<file path="src/rtl/mem_port_arbiter_if.sv">
// -----------------------------------------------------------------------------
// mem_port_arbiter_if
//
// Purpose:
//   Bundles the three buses around the instruction/data memory arbiter:
//   the core's instruction-fetch port, the core's data port, and the single
//   shared memory bus. Signal names carry the direction suffix as seen from
//   the arbiter (_i = into the arbiter, _o = out of the arbiter).
//
// Modports:
//   slave  - arbiter view: serves the two core ports, drives the memory bus.
//   master - environment view: core requesters plus the memory responder.
//
// Signals:
//   instr_req_i        1   fetch request, held until the port completes
//   instr_address_i    30  fetch word address [31:2]
//   instr_data_o       30  fetched instruction bits [31:2]
//   instr_blocking_n_o 1   0 = fetch pending (core IF stalls)
//   data_enabled_i     1   data access request, held until the port completes
//   data_address_i     30  data word address [31:2]
//   data_write_en_i    4   byte write enables, 0 = load
//   data_wdata_i       32  store data
//   data_rdata_o       32  load data
//   data_blocking_n_o  1   0 = data access pending (core MEM stalls)
//   mem_req_o          1   memory request, held until ack
//   mem_address_o      30  memory word address [31:2]
//   mem_write_en_o     4   memory byte enables, 0 = read
//   mem_wdata_o        32  memory write data
//   mem_rdata_i        32  memory read data, valid with ack
//   mem_ack_i          1   one-cycle completion strobe
// -----------------------------------------------------------------------------
interface mem_port_arbiter_if;
  logic        instr_req_i;
  logic [29:0] instr_address_i;
  logic [29:0] instr_data_o;
  logic        instr_blocking_n_o;

  logic        data_enabled_i;
  logic [29:0] data_address_i;
  logic [3:0]  data_write_en_i;
  logic [31:0] data_wdata_i;
  logic [31:0] data_rdata_o;
  logic        data_blocking_n_o;

  logic        mem_req_o;
  logic [29:0] mem_address_o;
  logic [3:0]  mem_write_en_o;
  logic [31:0] mem_wdata_o;
  logic [31:0] mem_rdata_i;
  logic        mem_ack_i;

  modport slave (
    input  instr_req_i,
    input  instr_address_i,
    output instr_data_o,
    output instr_blocking_n_o,
    input  data_enabled_i,
    input  data_address_i,
    input  data_write_en_i,
    input  data_wdata_i,
    output data_rdata_o,
    output data_blocking_n_o,
    output mem_req_o,
    output mem_address_o,
    output mem_write_en_o,
    output mem_wdata_o,
    input  mem_rdata_i,
    input  mem_ack_i
  );

  modport master (
    output instr_req_i,
    output instr_address_i,
    input  instr_data_o,
    input  instr_blocking_n_o,
    output data_enabled_i,
    output data_address_i,
    output data_write_en_i,
    output data_wdata_i,
    input  data_rdata_o,
    input  data_blocking_n_o,
    input  mem_req_o,
    input  mem_address_o,
    input  mem_write_en_o,
    input  mem_wdata_o,
    output mem_rdata_i,
    output mem_ack_i
  );
endinterface

</file>
<file path="src/rtl/mem_port_arbiter.sv">
// -----------------------------------------------------------------------------
// mem_port_arbiter
//
// Purpose:
//   Shares one single-port memory bus between the core's instruction-fetch
//   port and its data port. The data port has fixed priority, but a
//   saturating starvation counter hands the bus to instruction fetch once
//   STARVE_LIMIT consecutive data grants have happened while a fetch waited.
//   Each port's blocking_n output lets the core's existing stall logic work
//   unchanged: it is low while the port's request is outstanding and high in
//   the single DONE cycle of that port (or whenever the port is not asking).
//
// Ports:
//   clk_i  - clock, all state on the rising edge
//   rst_i  - synchronous, active-high reset
//   bus    - mem_port_arbiter_if.slave (core instr/data ports + memory bus)
//
// Parameters:
//   STARVE_LIMIT - data grants allowed back-to-back while a fetch is waiting
// -----------------------------------------------------------------------------
module mem_port_arbiter #(
  parameter int unsigned STARVE_LIMIT = 4
) (
  input  logic               clk_i,
  input  logic               rst_i,
  mem_port_arbiter_if.slave  bus
);

  localparam int unsigned CNT_W = (STARVE_LIMIT < 1) ? 1 : $clog2(STARVE_LIMIT + 1);
  localparam logic [CNT_W-1:0] CNT_LIMIT = CNT_W'(STARVE_LIMIT);
  localparam logic [CNT_W-1:0] CNT_ONE   = CNT_W'(1'b1);
  localparam logic [CNT_W-1:0] CNT_ZERO  = '0;

  typedef enum logic [2:0] {
    IDLE   = 3'd0,
    BUSY_I = 3'd1,
    BUSY_D = 3'd2,
    DONE_I = 3'd3,
    DONE_D = 3'd4
  } state_e;

  // Saturating increment of the starvation counter.
  function automatic logic [CNT_W-1:0] starve_inc(input logic [CNT_W-1:0] cnt);
    if (cnt >= CNT_LIMIT) begin
      starve_inc = CNT_LIMIT;
    end else begin
      starve_inc = cnt + CNT_ONE;
    end
  endfunction

  state_e           state_q,       state_d;
  logic [CNT_W-1:0] starve_cnt_q,  starve_cnt_d;
  logic             mem_req_q,     mem_req_d;
  logic [29:0]      mem_address_q, mem_address_d;
  logic [3:0]       mem_write_en_q, mem_write_en_d;
  logic [31:0]      mem_wdata_q,   mem_wdata_d;
  logic [29:0]      instr_data_q,  instr_data_d;
  logic [31:0]      data_rdata_q,  data_rdata_d;

  // Data wins unless a fetch is waiting and has already been passed over
  // STARVE_LIMIT times in a row.
  logic data_wins_s;
  assign data_wins_s = bus.data_enabled_i &
                       ~(bus.instr_req_i & (starve_cnt_q == CNT_LIMIT));

  // Next-state, arbitration and capture logic.
  always_comb begin
    state_d        = state_q;
    starve_cnt_d   = starve_cnt_q;
    mem_req_d      = mem_req_q;
    mem_address_d  = mem_address_q;
    mem_write_en_d = mem_write_en_q;
    mem_wdata_d    = mem_wdata_q;
    instr_data_d   = instr_data_q;
    data_rdata_d   = data_rdata_q;

    case (state_q)
      IDLE: begin
        if (data_wins_s) begin
          mem_req_d      = 1'b1;
          mem_address_d  = bus.data_address_i;
          mem_write_en_d = bus.data_write_en_i;
          mem_wdata_d    = bus.data_wdata_i;
          state_d        = BUSY_D;
          // Only a data grant that overtakes a waiting fetch counts as starving it.
          if (bus.instr_req_i) begin
            starve_cnt_d = starve_inc(starve_cnt_q);
          end else begin
            starve_cnt_d = CNT_ZERO;
          end
        end else if (bus.instr_req_i) begin
          mem_req_d      = 1'b1;
          mem_address_d  = bus.instr_address_i;
          mem_write_en_d = 4'b0000;
          state_d        = BUSY_I;
          starve_cnt_d   = CNT_ZERO;
        end else begin
          state_d = IDLE;
        end
      end

      BUSY_I: begin
        if (bus.mem_ack_i) begin
          mem_req_d    = 1'b0;
          // Bits [1:0] of every 32-bit instruction are 2'b11, so they are dropped.
          instr_data_d = bus.mem_rdata_i[31:2];
          state_d      = DONE_I;
        end else begin
          state_d = BUSY_I;
        end
      end

      BUSY_D: begin
        if (bus.mem_ack_i) begin
          mem_req_d = 1'b0;
          state_d   = DONE_D;
          // A store leaves the last load result in place.
          if (mem_write_en_q == 4'b0000) begin
            data_rdata_d = bus.mem_rdata_i;
          end else begin
            data_rdata_d = data_rdata_q;
          end
        end else begin
          state_d = BUSY_D;
        end
      end

      // DONE lasts one cycle and never arbitrates, so a request still held
      // by the core during its DONE cycle is not reissued.
      DONE_I: begin
        state_d = IDLE;
      end

      DONE_D: begin
        state_d = IDLE;
      end

      default: begin
        state_d   = IDLE;
        mem_req_d = 1'b0;
      end
    endcase
  end

  // State and output registers with synchronous reset.
  always_ff @(posedge clk_i) begin
    if (rst_i) begin
      state_q        <= IDLE;
      starve_cnt_q   <= CNT_ZERO;
      mem_req_q      <= 1'b0;
      mem_address_q  <= 30'd0;
      mem_write_en_q <= 4'b0000;
      mem_wdata_q    <= 32'd0;
      instr_data_q   <= 30'd0;
      data_rdata_q   <= 32'd0;
    end else begin
      state_q        <= state_d;
      starve_cnt_q   <= starve_cnt_d;
      mem_req_q      <= mem_req_d;
      mem_address_q  <= mem_address_d;
      mem_write_en_q <= mem_write_en_d;
      mem_wdata_q    <= mem_wdata_d;
      instr_data_q   <= instr_data_d;
      data_rdata_q   <= data_rdata_d;
    end
  end

  assign bus.mem_req_o      = mem_req_q;
  assign bus.mem_address_o  = mem_address_q;
  assign bus.mem_write_en_o = mem_write_en_q;
  assign bus.mem_wdata_o    = mem_wdata_q;
  assign bus.instr_data_o   = instr_data_q;
  assign bus.data_rdata_o   = data_rdata_q;

  // Stall handshakes are combinational so the core sees its request stall
  // in the same cycle it raises it.
  assign bus.instr_blocking_n_o = ~bus.instr_req_i    | (state_q == DONE_I);
  assign bus.data_blocking_n_o  = ~bus.data_enabled_i | (state_q == DONE_D);

endmodule

</file>
<file path="src/flat_wrapper.sv">
// flat-port wrapper written by rule: the top's interface ports become plain ports
module mem_port_arbiter_flat 
#(
  parameter int unsigned STARVE_LIMIT = 4
)
  (clk_i, rst_i, bus_instr_req_i, bus_instr_address_i, bus_instr_data_o, bus_instr_blocking_n_o, bus_data_enabled_i, bus_data_address_i, bus_data_write_en_i, bus_data_wdata_i, bus_data_rdata_o, bus_data_blocking_n_o, bus_mem_req_o, bus_mem_address_o, bus_mem_write_en_o, bus_mem_wdata_o, bus_mem_rdata_i, bus_mem_ack_i);
  mem_port_arbiter_if bus_i ();
  input  logic clk_i;
  input  logic rst_i;
  input wire logic [$bits(bus_i.instr_req_i)-1:0] bus_instr_req_i;
  input wire logic [$bits(bus_i.instr_address_i)-1:0] bus_instr_address_i;
  output wire logic [$bits(bus_i.instr_data_o)-1:0] bus_instr_data_o;
  output wire logic [$bits(bus_i.instr_blocking_n_o)-1:0] bus_instr_blocking_n_o;
  input wire logic [$bits(bus_i.data_enabled_i)-1:0] bus_data_enabled_i;
  input wire logic [$bits(bus_i.data_address_i)-1:0] bus_data_address_i;
  input wire logic [$bits(bus_i.data_write_en_i)-1:0] bus_data_write_en_i;
  input wire logic [$bits(bus_i.data_wdata_i)-1:0] bus_data_wdata_i;
  output wire logic [$bits(bus_i.data_rdata_o)-1:0] bus_data_rdata_o;
  output wire logic [$bits(bus_i.data_blocking_n_o)-1:0] bus_data_blocking_n_o;
  output wire logic [$bits(bus_i.mem_req_o)-1:0] bus_mem_req_o;
  output wire logic [$bits(bus_i.mem_address_o)-1:0] bus_mem_address_o;
  output wire logic [$bits(bus_i.mem_write_en_o)-1:0] bus_mem_write_en_o;
  output wire logic [$bits(bus_i.mem_wdata_o)-1:0] bus_mem_wdata_o;
  input wire logic [$bits(bus_i.mem_rdata_i)-1:0] bus_mem_rdata_i;
  input wire logic [$bits(bus_i.mem_ack_i)-1:0] bus_mem_ack_i;
  assign bus_i.instr_req_i = bus_instr_req_i;
  assign bus_i.instr_address_i = bus_instr_address_i;
  assign bus_instr_data_o = bus_i.instr_data_o;
  assign bus_instr_blocking_n_o = bus_i.instr_blocking_n_o;
  assign bus_i.data_enabled_i = bus_data_enabled_i;
  assign bus_i.data_address_i = bus_data_address_i;
  assign bus_i.data_write_en_i = bus_data_write_en_i;
  assign bus_i.data_wdata_i = bus_data_wdata_i;
  assign bus_data_rdata_o = bus_i.data_rdata_o;
  assign bus_data_blocking_n_o = bus_i.data_blocking_n_o;
  assign bus_mem_req_o = bus_i.mem_req_o;
  assign bus_mem_address_o = bus_i.mem_address_o;
  assign bus_mem_write_en_o = bus_i.mem_write_en_o;
  assign bus_mem_wdata_o = bus_i.mem_wdata_o;
  assign bus_i.mem_rdata_i = bus_mem_rdata_i;
  assign bus_i.mem_ack_i = bus_mem_ack_i;
  mem_port_arbiter #(.STARVE_LIMIT(STARVE_LIMIT)) u_core (.clk_i(clk_i), .rst_i(rst_i), .bus(bus_i));
endmodule
</file>
<file path="config.mk">
export PLATFORM = sky130hd
export DESIGN_NAME = mem_port_arbiter_flat
export DESIGN_NICKNAME = d
export VERILOG_FILES = /design/src/rtl/mem_port_arbiter_if.sv /design/src/rtl/mem_port_arbiter.sv /design/src/flat_wrapper.sv
export SDC_FILE = /design/constraint.sdc
export NUM_CORES = 1
export LEC_CHECK = 0
export ABC_AREA = 0
export CORE_AREA = 2 2 101 103
export CTS_CLUSTER_DIAMETER = 50
export CTS_CLUSTER_SIZE = 25
export DETAILED_ROUTE_END_ITERATION = 7
export DIE_AREA = 0 0 103 105
export DONT_BUFFER_PORTS = 1
export PLACE_DENSITY = 0.74
export RECOVER_POWER = 100
export SKIP_LAST_GASP = 1
export SLEW_MARGIN = 10
export SYNTH_ARGS = -nofsm -noshare
export SYNTH_HDL_FRONTEND = slang
export SYNTH_SLANG_ARGS = --single-unit
</file>
<file path="constraint.sdc">
create_clock -name clk_i -period 2.35 [get_ports clk_i]
set_input_delay 0.1175 -clock clk_i [delete_from_list [all_inputs] [get_ports clk_i]]
set_output_delay 0.1175 -clock clk_i [all_outputs]
set_load 0.01 [all_outputs]
</file>
==> results.cfg, run 1 <==
[finish]
n_antenna_cell = 0
final_common_cell = nand2_1
seqCellArea_um2 = 2700
design_area_um2 = 7480
layout_common_cells = nand2_1, dlygate4sd3_1, dfxtp_1, a21oi_1, a21oi_2
n_fill_cell = 594
multi_input_area_um2 = 2400
layout.nets = 908
area_delta_synth_final_pct = 35.1
layout-drive-gt1-share_pct = 15.3
finalNonFillerCells = 918

[yosys]
synth.distinct_cells = 35
synthCells = 643
synth-compound-area-share_pct = 23.2
synthSimpleGateAreaFrac_pct = 21.4
avgSynthCellArea_um2 = 8.61
ys_warn_count = 0
ys_ff_latch = 135
yosysSeqAreaShare_pct = 48.8
synth_top_area_share_pct = 48.8
synth-xor-area-share_pct = 0
synthAdderAreaFrac_pct = 0.452
synthMuxAreaShare_pct = 0.181
synth.largest_area_cell = dfxtp_1
syn-num-nets = 778
syn_area_um2 = 5540
ys_top_cells_by_area = dfxtp_1, nand2_1, a21oi_2
synth_top_family_by_area = compound AO/OA/AOI/OAI gates

[route]
detail_route.vias_per_cell = 5.63
wire_per_inst_um = 19.2
vias = 5164
drtIter0Drc = 272
drt_pass1_iterations = 5
drt-total-wl_um = 17600
drc = 0
ant_nets = 0

[setup_path]
critical-path-top-delay-family = simple AND/OR/NAND/NOR gates
cp_slowest_cell = or3_2
critPathArrivalTime_ns = 2.76
cp_cell_sequence = nand2_1 > or3_2 > nand2_1 > a21oi_1 > dlygate4sd3_1
cp-startpoint = u_core.state_q[0]$_SDFF_PP0_
critical_path_class = reg2reg
cp_max_fo = 30
critPathRequiredTime_ns = 2.76
cp_slowest_stage_delay_ns = 0.73
critPathLaunchType = register
cp_common_cell = nand2_1
worst_setup_path_end_kind = register
crit_buf_inv = 1
worstReg2RegStart = u_core.state_q[0]$_SDFF_PP0_

[min_path]
hp-start = bus_data_enabled_i
hp-class = in2reg

[clock_tree]
cts_inserted_buffers = 17
clock_latency_ns = 0.52
cts_sinks = 135
tritoncts = built
cts-root-buf = clkbuf_8
htree_levels = 4
cts_max_path_buffers = 2
clk_pin_slew_ns = 0.06

[floorplan]
rows = 36
dieArea_um2 = 10800
coreArea_um2 = 9640
start_util_pct = 57.4
die_y_um = 105
io_pins = 264
fp.dieW_um = 103

[place]
dp.cells = 734
place_area_um2 = 5470
gp_congestion = 0.793
dp_hpwl_um = 9230
portBuffers = 0

[global_route]
grt_pass1_vias = 5390
gr-usage-all-layers_pct = 32.0
grt_max_degree = 87
antenna_found_initial = 0
gr-total-overflow = 0
grt_pass1_wl_um = 27000

[timing]
period_needed_ns = 2.35
max_freq_mhz = 426
clock_skew_ns = 0.00691
final_max_slew_viol_count = 0
finalCritPeriodShare_pct = 100
rsz0062_at_grt = true
hold_viol = 0
tightestPinTransition_ns = 0.964
setup_viol = 0
slew-limit-headroom_pct = 35.7

[power_and_ir_drop]
power_density_nw_per_um2 = 811
peakVddDrop_mv = 0.484
leakage_nw = 2.85

[run_status]
status = completed

[flow_run]
max_cap_viol_count = 0
cells by family after synthesis:
logic type | after synthesis
flops | 135
buf+inv | 55
compound gates | 170
fa+ha+maj | 2
mux | 1
simple gates | 280
per-stage QoR:
step	setup TNS, ns	setup WS, ns	util [%]	hold WS, ns	total power [mW]
6_report	0	0.0000118	77.6	0.0318	6.06
5_1_grt	-0.965	-0.0784	77.6	0.0394	6.29
4_1_cts	0	0.0122	78.5	0.00538	6.04
3_5_place_dp	0	0.550	56.7	0.200	3.28
3_3_place_gp	0	0.623	56.7	0.200	3.24
2_1_floorplan	0	0.893	-	0.244	3.23
what timing repair did:
action,in CTS,in global routing
setup endpoints to repair,0,52
resized for setup,0,8
setup buffers,0,1
endpoints found under the hold margin,135,0
hold buffers,151,0
path summary, 6_finish.rpt:
check	endpoint	cells after the start	slack, ns
worst min-delay path	u_core.bus.mem_write_en_o[3]$_SDFFE_PP0P_	3	0.03
worst max-delay path	u_core.bus.instr_data_o[12]$_SDFFE_PP0P_	5	0.00001
worst max register to register	u_core.bus.instr_data_o[12]$_SDFFE_PP0P_	5	0.00001
worst min register to register	u_core.bus.mem_wdata_o[0]$_SDFFE_PP0P_	2	0.51
cell usage after synthesis (all sizes together):
cell,count
a41oi,1
o21ai,3
and3,1
or3,1
ha,2
nand3,2
nor4b,1
nor4,2
and2b,1
a22oi,5
and4bb,1
a21oi,128
nor2b,1
nor2,39
inv,3
nand3b,1
o31a,1
mux2i,1
buf,33
o221ai,1
nor3,3
clkbuf,19
a211oi,31
and2,2
dfxtp,135
nand2,225
metal layers:
layer  up-vias  share of wire, %  track usage, %
li1       2399                 -               -
met1      2408                36            34.6
met2       300                51            55.0
met3        57               9.6            11.2
met4         0               3.5            14.9
met5         -                 0               0
final cells by class:
| type | instances | area share, % |
|---|---|---|
| inverters | 3 | 0.151 |
| flip-flops and latches | 135 | 36.1 |
| repair buffers | 162 | 21.7 |
| well taps | 133 | 2.23 |
| clock inverters | 13 | 1.99 |
| multi-input cells | 454 | 32.2 |
| clock buffers | 18 | 5.59 |
where the power goes:
group	total, mW	switching [mW]	leakage, nW	internal (mW)
registers	2.65	0.203	1.10	2.45
clock network	2.54	1.02	0.268	1.52
logic	0.874	0.459	1.48	0.415
tightest hold or removal path, stage by stage:
cell and delay, ns:
and3_1 0.21, a22oi_1 0.11, nor2_1 0.08
sequential cells by signal (all words and copies together), names as in the netlist:
register and count:
u_core.bus.mem_write_en_o 4, u_core.bus.mem_address_o 30, u_core.bus.instr_data_o 30, u_core.starve_cnt_q 3, u_core.bus.data_rdata_o 32, u_core.state_q 3
u_core.bus.mem_req_o 1, u_core.bus.mem_wdata_o 32
Power figures use the tool's default switching activity.
==> inputs of run 2 (changes only) <==
CORE_AREA = 2 2 103 105   (was 2 2 101 103)
DIE_AREA = 0 0 105 107   (was 0 0 103 105)
PLACE_DENSITY = 0.71   (was 0.74)
clock period = 2.7 ns   (was 2.35 ns; I/O delays follow)
==> results.cfg, run 2 (synthesized netlist as in run 1, its figures left out) <==
[place]
gp_congestion = 0.769
portBuffers = 0
dp_hpwl_um = 9280
dp_slack_ns = 0.848

[global_route]
use_met2_pct = 52.0
grt_max_degree = 103
gr-usage-met3_pct = 10.4
grt_pass1_vias = 5327
antenna_found_initial = 0
busiest_layer = met2
use_met1_pct = 31.0
gr-total-overflow = 0
gr-usage-all-layers_pct = 29.7
grt_pass1_wl_um = 26500

[min_path]
hp-class = in2reg

[timing]
setup_viol = 0
period_needed_ns = 2.50
clock_skew_ns = 0.0106
slew-limit-headroom_pct = 21.8
tightestPinTransition_ns = 1.17
setup_ws_ns = 0.200
rsz0062_at_grt = false
final_max_slew_viol_count = 0
finalCritPeriodShare_pct = 92.6
fin_tns_setup_ns = 0
hold_viol = 0
max_freq_mhz = 400

[floorplan]
io_pins = 264
dieArea_um2 = 11200
fp.dieW_um = 105
coreArea_um2 = 10100
start_util_pct = 54.9
rows = 37
die_y_um = 107

[flow_run]
max_cap_viol_count = 0

[setup_path]
critPathLaunchType = register
critPathRequiredTime_ns = 3.10
cp_slowest_cell = or3_1
cp_cell_sequence = nand2_1 > or3_1 > nand2_1 > a21oi_1 > dlygate4sd3_1
critPathArrivalTime_ns = 2.90
worst_setup_path_end_kind = register
critical_path_class = reg2reg
cp_max_fo = 30
cp_slowest_stage_delay_ns = 0.78
cp_common_cell = nand2_1

[route]
drc = 0
ant_nets = 0
wire_per_inst_um = 18.4
detail_route.vias_per_cell = 5.58
drtIter0Drc = 425
drt_pass1_iterations = 5
drt-total-wl_um = 16900
vias = 5114

[power_and_ir_drop]
power_density_nw_per_um2 = 713
p_sw_share_pct = 27.2
leakage_nw = 2.82
seq_power_share_pct = 43.7
pwr-share-clk_pct = 42.0
power.net_switching_mw = 1.44
peakVddDrop_mv = 0.537
p_comb_share_pct = 14.2
intPower_mw = 3.84

[clock_tree]
htree_levels = 4
tritoncts = built
cts-root-buf = clkbuf_8
cts_sinks = 135
cts_inserted_buffers = 17
cts_max_path_buffers = 2
clock_latency_ns = 0.51
cts-resized-gates = 0
clk_pin_slew_ns = 0.06

[finish]
layout.nets = 903
final_common_cell = nand2_1
layout-drive-gt1-share_pct = 13.2
n_antenna_cell = 0
layout_common_cells = nand2_1, dlygate4sd3_1, dfxtp_1, a21oi_1, nor2_1
area_delta_synth_final_pct = 33.6

[run_status]
status = completed
[run 2: changes by cell type in the layout (fill, tap and decap cells not counted), sizes merged]
cell,before,now
dlygate4sd3,150,148
o21ai,4,3
buf,10,8
clkinvlp,3,2
clkbuf,20,21
inv,6,7
[run 2: through the flow]
stage / cell area, um^2 / util (%) / total power [mW] / std cells / hold slack [ns]
final: 7400 / 73.3 / 5.27 / 917 / 0.0418
after global routing: 7400 / 73.3 / 5.48 / 917 / 0.0858
after CTS: 7540 / 74.7 / 5.31 / 916 / 0.0628
after detailed placement: 5460 / 54.1 / 2.85 / 735 / 0.214
after global placement: 5460 / 54.1 / 2.82 / 735 / 0.213
after floorplan: 5540 / - / 2.81 / 643 / 0.262
[run 2: layout make-up]
class                   count  area (um^2)
clock buffers              19          432
well taps                 136          170
multi-input cells         453         2340
inverters                   3         11.3
clock inverters            13          143
flip-flops and latches    135         2700
fillers                   736         2700
repair buffers            158         1590
[run 2: what timing repair did]
| action | 4_1_cts | 5_1_grt |
|---|---|---|
| endpoints found under the hold margin | 135 | 0 |
| setup buffers | 0 | 0 |
| hold buffers | 149 | 0 |
| endpoints found under the setup margin | 0 | 0 |
[run 2: power groups by stage]
stage / logic (mW) / registers (mW) / clock network (mW)
6_report: 0.750 / 2.31 / 2.22
5_1_grt: 0.818 / 2.32 / 2.35
4_1_cts: 0.759 / 2.30 / 2.24
3_5_place_dp: 0.506 / 2.34 / 0
3_3_place_gp: 0.480 / 2.34 / 0
2_1_floorplan: 0.508 / 2.30 / 0
[run 2: worst max-delay path, delay by kind of cell, from the launching register on]
| kind | cells | cell delay [ns] |
|---|---|---|
| buffers and inverters | 1 | 0.58 |
| AND/OR/NAND/NOR | 3 | 1.21 |
| AO/OA/AOI/OAI | 1 | 0.10 |
| flip-flops | 1 | 0.50 |
[run 2: routing by layer]
layer	up-vias	part of all wire, %
met4	0	3.7
met2	280	51
li1	2382	-
met5	-	0
met1	2395	36
met3	57	8.7
[run 2: worst paths after layout]
check	from	to	slack [ns]	cells after the start
min	rst_i	u_core.bus.instr_data_o[7]$_SDFFE_PP0P_	0.04	2
max reg2reg	u_core.state_q[0]$_SDFF_PP0_	u_core.bus.instr_data_o[16]$_SDFFE_PP0P_	0.20	5
max	u_core.state_q[0]$_SDFF_PP0_	u_core.bus.instr_data_o[16]$_SDFFE_PP0P_	0.20	5
min reg2reg	u_core.bus.data_rdata_o[8]$_SDFFE_PP0P_	u_core.bus.data_rdata_o[8]$_SDFFE_PP0P_	0.51	2
==> inputs of run 3 (changes only) <==
==> constraint.sdc (replaced) <==
create_clock -name clk_i -period 2.7 [get_ports clk_i]
set_input_delay 0.81 -clock clk_i [delete_from_list [all_inputs] [get_ports clk_i]]
set_output_delay 0.81 -clock clk_i [all_outputs]
set_load 0.01 [all_outputs]
==> results.cfg, run 3 (synthesized netlist as in run 1, its figures left out) <==
[min_path]
hp-class = in2reg
whs_path_depth = 1
min_to = u_core.bus.data_rdata_o[17]$_SDFFE_PP0P_
hp-start = rst_i

[setup_path]
crit_buf_inv = 1
worst_setup_path_end_kind = register
cp_max_fo = 30
critPathRequiredTime_ns = 3.09
critPathArrivalTime_ns = 2.59
critical_path_class = reg2reg
cp_slowest_stage_delay_ns = 0.58
rr_endpoint = u_core.bus.mem_address_o[14]$_SDFFE_PP0P_
worstReg2RegStart = u_core.state_q[2]$_SDFF_PP0_
r2r_setup_slack_ns = 0.50
cp_slowest_cell = o21ai_0
critPathLaunchType = register
critical-path-top-delay-family = compound AO/OA/AOI/OAI gates
ff2ff_path_depth = 5
cp_cell_sequence = nor3_1 > o21ai_0 > buf_12 > a21oi_1 > a211oi_2

[clock_tree]
htree_levels = 4
hold_buffers = 0
clk_pin_slew_ns = 0.06
post_cts_buffers = 0
cts_inserted_buffers = 17
cts_sinks = 135
cts-resized-gates = 0
tritoncts = built
cts-root-buf = clkbuf_8
clock_latency_ns = 0.50
cts_max_path_buffers = 2

[route]
drc = 0
wire_per_inst_um = 17.4
vias = 4271
ant_nets = 0
drt-total-wl_um = 13400
drt_pass1_iterations = 4
detail_route.vias_per_cell = 5.56
drtIter0Drc = 357

[timing]
final_max_slew_viol_count = 0
setup_viol = 0
max_freq_mhz = 454
clock_skew_ns = 0.0111
rsz0062_at_grt = false
hold_viol = 0
tightestPinTransition_ns = 1.27
period_needed_ns = 2.20
whs_ns = 0.381
slew-limit-headroom_pct = 14.7
finalCritPeriodShare_pct = 81.6
fin_tns_setup_ns = 0

[global_route]
gr-usage-all-layers_pct = 23.7
antenna_found_initial = 0
grt_max_degree = 136
grt_pass1_vias = 4269
gr-total-overflow = 0
grt_pass1_wl_um = 21000

[floorplan]
die_y_um = 107
dieArea_um2 = 11200
start_util_pct = 54.9
io_pins = 264
rows = 37
coreArea_um2 = 10100
fp.dieW_um = 105

[flow_run]
max_cap_viol_count = 0

[finish]
layout.nets = 754
seqCellArea_um2 = 2700
finalNonFillerCells = 768
layout_common_cells = nand2_1, dfxtp_1, a21oi_1, nor2_1, a211oi_2
n_antenna_cell = 0
multi_input_area_um2 = 2340
n_fill_cell = 944
area_delta_synth_final_pct = 6.37
final_common_cell = nand2_1
layout-drive-gt1-share_pct = 16.1

[power_and_ir_drop]
leakage_nw = 2.06
peakVddDrop_mv = 0.415
power_density_nw_per_um2 = 848

[place]
dp.cells = 736
portBuffers = 0
gp_congestion = 0.758
dp_hpwl_um = 9420

[run_status]
status = completed
## run 3: changes by cell type in the layout (fill, tap and decap cells not counted), moves of 2 or more
cell / delta
a211oi_1: -8
clkinv_2: -2
buf_16: -2
nand2_1: -9
buf_12: +2
a211oi_2: +8
dlygate4sd3_1: -148
nand2_2: +9
a21oi_2: -14
a21oi_1: +14
## run 3: worst max path at each step
| stage | startpoint | endpoint | slack (ns) | cells past startpoint |
|---|---|---|---|---|
| after CTS | u_core.state_q[1]$_SDFF_PP0_ | bus_data_blocking_n_o | 0.43 | 3 |
| after global placement | bus_mem_ack_i | u_core.bus.instr_data_o[23]$_SDFFE_PP0P_ | 0.68 | 4 |
| after floorplan | bus_data_enabled_i | bus_data_blocking_n_o | 0.83 | 2 |
| final | u_core.state_q[2]$_SDFF_PP0_ | u_core.bus.mem_address_o[14]$_SDFFE_PP0P_ | 0.50 | 5 |
| after detailed placement | bus_mem_ack_i | u_core.bus.instr_data_o[4]$_SDFFE_PP0P_ | 0.62 | 4 |
| after global routing | u_core.state_q[2]$_SDFF_PP0_ | u_core.bus.mem_address_o[22]$_SDFFE_PP0P_ | 0.27 | 5 |
## run 3: per-stage QoR
stage	utilization, %	setup slack, ns	total power, mW	instance area (um^2)
final	58.4	0.496	4.99	5890
after global routing	58.4	0.274	5.21	5890
after CTS	60.2	0.430	5.09	6070
after detailed placement	54.4	0.619	2.86	5490
after global placement	54.4	0.678	2.83	5490
after floorplan	-	0.833	2.81	5540
## run 3: layout make-up
type | count | area share [%]
Clock inverter | 14 | 2.74
Sequential cell | 135 | 45.9
Clock buffer | 18 | 7.10
Tap cell | 136 | 2.89
Multi-Input combinational cell | 453 | 39.7
Timing Repair Buffer | 9 | 1.49
Inverter | 3 | 0.191
## run 3: worst reg2reg max path, stage by stage, from the launching register on
cell      delay, ns
dfxtp_1        0.40
nor3_1         0.46
o21ai_0        0.58
buf_12         0.36
a21oi_1        0.19
a211oi_2       0.10
## run 3: routing by layer
metal  up-vias  wire [um]  global-route usage [%]
li1       2081          -                       -
met1      1983       4970                    25.0
met2       193       6990                    42.4
met3        14       1230                    9.06
met4         0        197                    9.81
met5         -          0                       0
## run 3: report_power, final
part	switching, mW	internal [mW]	leakage, nW
Clock	0.886	1.34	0.279
Combinational	0.290	0.181	0.677
Sequential	0.167	2.13	1.10
Total	1.34	3.65	2.06
